### src/rtl/peripheral_spram_arbiter.sv
// Two-master AHB-Lite arbiter in front of a single shared SPRAM slave.
// Grants are decided at slave-ready boundaries; losing requests wait in a one-deep hold buffer.
module peripheral_spram_arbiter #(
  parameter int PLEN = 8,
  parameter int XLEN = 32
) (
  input  logic            HCLK,
  input  logic            HRESETn,
  input  logic            M0_HSEL,
  input  logic [PLEN-1:0] M0_HADDR,
  input  logic [XLEN-1:0] M0_HWDATA,
  input  logic            M0_HWRITE,
  input  logic [2:0]      M0_HSIZE,
  input  logic [1:0]      M0_HTRANS,
  input  logic            M0_HMASTLOCK,
  output logic [XLEN-1:0] M0_HRDATA,
  output logic            M0_HREADYOUT,
  output logic            M0_HRESP,
  input  logic            M1_HSEL,
  input  logic [PLEN-1:0] M1_HADDR,
  input  logic [XLEN-1:0] M1_HWDATA,
  input  logic            M1_HWRITE,
  input  logic [2:0]      M1_HSIZE,
  input  logic [1:0]      M1_HTRANS,
  input  logic            M1_HMASTLOCK,
  output logic [XLEN-1:0] M1_HRDATA,
  output logic            M1_HREADYOUT,
  output logic            M1_HRESP,
  output logic            S_HSEL,
  output logic [PLEN-1:0] S_HADDR,
  output logic [XLEN-1:0] S_HWDATA,
  output logic            S_HWRITE,
  output logic [2:0]      S_HSIZE,
  output logic [1:0]      S_HTRANS,
  output logic            S_HREADY,
  output logic [2:0]      S_HBURST,
  output logic [3:0]      S_HPROT,
  output logic            S_HMASTLOCK,
  input  logic [XLEN-1:0] S_HRDATA,
  input  logic            S_HREADYOUT,
  input  logic            S_HRESP
);

  typedef enum logic [1:0] {OWN_NONE = 2'd0, OWN_M0 = 2'd1, OWN_M1 = 2'd2} own_t;

  typedef struct packed {
    logic [PLEN-1:0] addr;
    logic            write;
    logic [2:0]      size;
    logic [1:0]      trans;
    logic            lock;
  } xfer_t;

  own_t        down_r;
  own_t        aown_s;
  logic        last_r;   // 1'b1: M1 won the most recent tie
  logic        lock_r;
  logic [1:0]  hv_r;
  xfer_t [1:0] hold_r;
  xfer_t [1:0] in_s;
  xfer_t [1:0] req_x_s;
  xfer_t       fwd_s;
  logic [1:0]  sel_s;
  logic [1:0]  mready_s;
  logic [1:0]  nreq_s;
  logic [1:0]  ereq_s;
  logic        tie_s;

  function automatic own_t own_of(input int n);
    return (n == 0) ? OWN_M0 : OWN_M1;
  endfunction

  assign in_s[0] = {M0_HADDR, M0_HWRITE, M0_HSIZE, M0_HTRANS, M0_HMASTLOCK};
  assign in_s[1] = {M1_HADDR, M1_HWRITE, M1_HSIZE, M1_HTRANS, M1_HMASTLOCK};
  assign sel_s   = {M1_HSEL, M0_HSEL};

  // Per-master readiness, new/effective requests and the boundary grant decision.
  always_comb begin
    mready_s = 2'b11;
    nreq_s   = 2'b00;
    ereq_s   = 2'b00;
    req_x_s  = '0;
    aown_s   = OWN_NONE;
    tie_s    = 1'b0;
    for (int n = 0; n < 2; n++) begin
      if (down_r == own_of(n)) mready_s[n] = S_HREADYOUT;
      else if (hv_r[n])        mready_s[n] = 1'b0;
      else                     mready_s[n] = 1'b1;
      // A master may only present a new address while it sees itself ready.
      nreq_s[n] = HRESETn & sel_s[n] & in_s[n].trans[1] & mready_s[n] & ~hv_r[n];
      ereq_s[n] = hv_r[n] | nreq_s[n];
      if (hv_r[n]) req_x_s[n] = hold_r[n];
      else         req_x_s[n] = in_s[n];
    end
    if (S_HREADYOUT) begin
      if (lock_r && (down_r == OWN_M0) && ereq_s[0])      aown_s = OWN_M0;
      else if (lock_r && (down_r == OWN_M1) && ereq_s[1]) aown_s = OWN_M1;
      else if (ereq_s == 2'b11) begin
        tie_s  = 1'b1;
        aown_s = last_r ? OWN_M0 : OWN_M1;
      end
      else if (ereq_s[0]) aown_s = OWN_M0;
      else if (ereq_s[1]) aown_s = OWN_M1;
      else                aown_s = OWN_NONE;
    end else begin
      aown_s = OWN_NONE;
    end
    if (aown_s == OWN_M1) fwd_s = req_x_s[1];
    else                  fwd_s = req_x_s[0];
  end

  // Forwarded address phase toward the slave; idle whenever nothing is granted.
  always_comb begin
    if (aown_s != OWN_NONE) begin
      S_HSEL      = 1'b1;
      S_HADDR     = fwd_s.addr;
      S_HWRITE    = fwd_s.write;
      S_HSIZE     = fwd_s.size;
      S_HTRANS    = fwd_s.trans;
      S_HMASTLOCK = fwd_s.lock;
    end else begin
      S_HSEL      = 1'b0;
      S_HADDR     = '0;
      S_HWRITE    = 1'b0;
      S_HSIZE     = 3'b000;
      S_HTRANS    = 2'b00;
      S_HMASTLOCK = 1'b0;
    end
  end

  // Data-phase write data follows the data-phase owner.
  always_comb begin
    case (down_r)
      OWN_M0:  S_HWDATA = M0_HWDATA;
      OWN_M1:  S_HWDATA = M1_HWDATA;
      default: S_HWDATA = '0;
    endcase
  end

  assign S_HREADY     = S_HREADYOUT;
  assign S_HBURST     = 3'b000;
  assign S_HPROT      = 4'b0011;
  assign M0_HREADYOUT = mready_s[0];
  assign M1_HREADYOUT = mready_s[1];
  assign M0_HRDATA    = (down_r == OWN_M0) ? S_HRDATA : '0;
  assign M1_HRDATA    = (down_r == OWN_M1) ? S_HRDATA : '0;
  assign M0_HRESP     = (down_r == OWN_M0) ? S_HRESP : 1'b0;
  assign M1_HRESP     = (down_r == OWN_M1) ? S_HRESP : 1'b0;

  // Ownership, lock, round-robin pointer and hold-buffer state.
  always_ff @(posedge HCLK or negedge HRESETn) begin
    if (!HRESETn) begin
      down_r <= OWN_NONE;
      last_r <= 1'b1;
      lock_r <= 1'b0;
      hv_r   <= 2'b00;
      hold_r <= '0;
    end else begin
      if (S_HREADYOUT) begin
        down_r <= aown_s;
        lock_r <= (aown_s != OWN_NONE) & fwd_s.lock;
        if (tie_s) last_r <= (aown_s == OWN_M1);
      end
      for (int n = 0; n < 2; n++) begin
        if (aown_s == own_of(n)) begin
          hv_r[n] <= 1'b0;
        end else if (nreq_s[n]) begin
          hv_r[n]   <= 1'b1;
          hold_r[n] <= in_s[n];
        end
      end
    end
  end

endmodule

### config.mk
export PLATFORM = sky130hd
export DESIGN_NAME = peripheral_spram_arbiter
export DESIGN_NICKNAME = d
export VERILOG_FILES = /design/src/rtl/peripheral_spram_arbiter.sv
export SDC_FILE = /design/constraint.sdc
export NUM_CORES = 1
export LEC_CHECK = 0
export ABC_CLOCK_PERIOD_IN_PS = 2500
export CAP_MARGIN = 20
export CORE_AREA = 2 2 98 100
export CTS_CLUSTER_DIAMETER = 60
export DETAILED_ROUTE_END_ITERATION = 8
export DIE_AREA = 0 0 100 102
export GPL_ROUTABILITY_DRIVEN = 1
export PLACE_DENSITY = 0.82
export RECOVER_POWER = 25
export SLEW_MARGIN = 20
export SYNTH_ARGS = -nofsm -noshare
export SYNTH_HDL_FRONTEND = slang
export SYNTH_SLANG_ARGS = --single-unit
### constraint.sdc
create_clock -name HCLK -period 2.5 [get_ports HCLK]
set_input_delay 0.5 -clock HCLK [delete_from_list [all_inputs] [get_ports HCLK]]
set_output_delay 0.5 -clock HCLK [all_outputs]
set_load 0.1 [all_outputs]
==> results of run 1 <==
## cells by family after synthesis
logic type                 Yosys count  share of synthesized area [%]
adders and majority gates            2                          0.866
AOI/OAI and AO/OA                   63                           17.2
and+or+nand+nor                    114                           21.4
DFF                                 36                           31.2
xor gates and xnor gates             1                          0.303
muxes                               58                           21.3
buffers and inverters               42                           7.41
other                                2                          0.260
## stage by stage
stage / std cells / hold slack (ns) / util [%] / cell area (um^2)
floorplan: 323 / 0.204 / - / 3300
global placement: 674 / 0.326 / 78.4 / 7140
detailed placement: 674 / 0.336 / 78.4 / 7140
CTS: 689 / 0.0146 / 81.3 / 7400
global route: 690 / 0.0115 / 81.4 / 7410
finish: 690 / 0.0194 / 81.4 / 7410
## how the worst max path moves through the flow
stage	slack [ns]	to	cells after the start	start
after floorplan	-0.33	S_HWDATA[3]	5	down_r[0]
after global placement	-0.19	S_HTRANS[0]	7	M1_HTRANS[1]
after detailed placement	-0.25	S_HSIZE[2]	7	M1_HTRANS[1]
after CTS	-0.05	S_HADDR[1]	8	down_r[0]
after global routing	-0.13	S_HADDR[3]	9	down_r[0]
final	-0.08	S_HWRITE	8	down_r[0]
## Yosys cell counts, types with 2 or more instances
cell	instances	share of area (%)
and2_1	68	15
dfrtp_1	35	30
nor2_1	34	4.4
a22oi_1	32	8.3
mux2i_1	30	10
mux2_1	23	9.0
clkbuf_1	17	2.2
o22ai_1	15	3.2
buf_2	9	1.6
buf_4	8	2.1
inv_1	6	0.78
mux2_2	5	1.9
nand2_1	3	0.39
o21ai_0	3	0.52
and3_1	2	0.43
buf_6	2	0.78
conb_1	2	0.26
ha_1	2	0.87
nand2b_1	2	0.43
nand3_1	2	0.35
o21a_1	2	0.52
o221ai_2	2	1.0
## what timing repair did
action	in CTS	in global routing
cloned	1	0
resized for setup	19	1
buffers inserted	6	1
endpoints found under the setup margin	31	47
pin swaps	13	0
## state kept, by name, summed over array words and instances (netlist names)
signal,flops
last_r,1
lock_r,1
hv_r,2
hold_r,30
down_r,2
## area by class of cell
class	instances	area [um^2]	area share (%)
Inverter	6	22.5	0.304
Sequential cell	36	902	12.2
Timing Repair Buffer	284	4010	54.1
Clock inverter	3	42.5	0.574
Tap cell	111	139	1.87
Clock buffer	5	68.8	0.928
Multi-Input combinational cell	245	2220	30.0
## routing by layer
metal	up-vias	wire, um
met5	-	0
met4	0	318
met3	21	731
met2	139	7910
met1	1673	5210
li1	1620	-
==> impl_metrics.csv, run 1 <==
group,metric,value,unit
die,initial_core_util,31.7,%
final_layout,antennaDiodeCount,0,
detailed_routing,drt.antenna.violating_nets,0,
synth,synth.cell_area,0.00289,mm^2
clock_tree,clock_path_buffers,2,
detailed_routing,route.final.wire_length,14200,um
critical_path,worstPathArrival,2.08,ns
synth,synthArstFlopShare,100,%
sta,final-setup-viol-count,22,
critical_path,reg2reg_slack,0.31,ns
place,gp_congestion,0.920,
critical_path,path_cells,"inv_2 > ha_4 > nand2b_4 > a21o_1 > a21bo_4 > buf_12 > o22ai_4 > buf_12",
global_route,grt_pass1_vias,3703,
synth,synth-edff-count,0,
detailed_routing,vias,3453,
critical_path,cpPeakStageDelay,0.42,ns
sta,post-route-min-period,2.58,ns
detailed_routing,routedWlPerCell,20.5,um
final_layout,fillers,486,
critical_path,required,2.00,ns
synth,ys_warn_count,0,
critical_path,cp_max_fo,8,
critical_path,critPathBufInv,3,
place,portBuffers,248,
worst_hold_path,hold_path_class,"in -> async",
clock_tree,h-tree-depth,2,
critical_path,start_kind,"register",
clock_tree,cts_sinks,36,
sta,fin_ws,-0.0786,ns
critical_path,critPathMostFrequentCell,"buf_12",
place,dp_hpwl,11300,um
detailed_routing,drt_pass1_iterations,4,
synth,ys.flop_type,"dfrtp_1",
critical_path,r2r-end,"hold_r[1]",
clock_tree,cts-buffers-inserted,5,
global_route,grt.busiest_layer,"met2",
sta,min_period_over_period,103,%
global_route,antenna_found_initial,0,
run,cap_violations,1,
die,dieArea,0.0102,mm^2
place,pre_cts_ws,-0.254,ns
clock_tree,clk_pin_slew,0.07,ns
die,ios,256,
critical_path,slowest_stage,"dfrtp_1",
sta,finalHoldViolations,0,
critical_path,setup.worst_path.class,"reg -> out",
clock_tree,clk_latency,0.30,ns
critical_path,endpoint_kind,"output port",
clock_tree,holdBufCountCts,0,
sta,setup_tns,-1.08,ns
final_layout,drive_above_1_share,40.1,%
synth,post_synth_num_cell_types,36,
global_route,gr-total-overflow,0,
sta,fmax,388,MHz
synth,syn_inst,318,
detailed_routing,drc_errors,0,
outcome,outcome,"complete, but fails checks",
synth,ys_ff_latch,36,
critical_path,reg2reg_depth,7,
global_route,grt_usage,27.4,%
outcome,failed_checks,"capacitance limit, slew limit, setup timing",
sta,slew_viol_final,34,
global_route,met1_usage,30.7,%
detailed_routing,vias_per_cell,5.00,
final_layout,syn_to_final_growth,157,%
final_layout,fin_nets,712,
final_layout,final_common_cell,"clkdlybuf4s50_1",
clock_tree,cts_tree,"yes",
sta,skew,0.00183,ns
global_route,met3_usage,3.83,%
sta,rsz0062_at_grt,"yes",
clock_tree,root_buffer,"clkbuf_8",
die,rows,35,
final_layout,final_cell_mix,"clkdlybuf4s50_1, buf_12, and2_1, dfrtp_1, a22oi_1",
detailed_routing,drtIter0Drc,142,
die,die_w,100,um
global_route,grt_max_degree,46,
synth,avgSynthCellArea,9.08,um^2
sta,slew_headroom,-16.8,%
global_route,grt.met2_usage,53.6,%
die,die_h,102,um
sta,tightest_slew,1.75,ns
critical_path,cp_top_family,"compound AO/OA/AOI/OAI gates",
global_route,grt_pass1_wl,21200,um
critical_path,reg2reg_from,"down_r[0]",
synth,yosysSeqAreaShare,31.2,%
die,core_region_area,0.00911,mm^2
Power of run 1 is not shown: default switching activity piles up to over one toggle a cycle in this logic, so the estimate is an artifact.
==> run 2, diff against run 1 <==
- CTS_CLUSTER_SIZE: unset -> 14
==> results of run 2 <==
Same layout as run 1: the final DEF is identical, and so are final timing and power.
Power of run 2 is left out for the same reason.
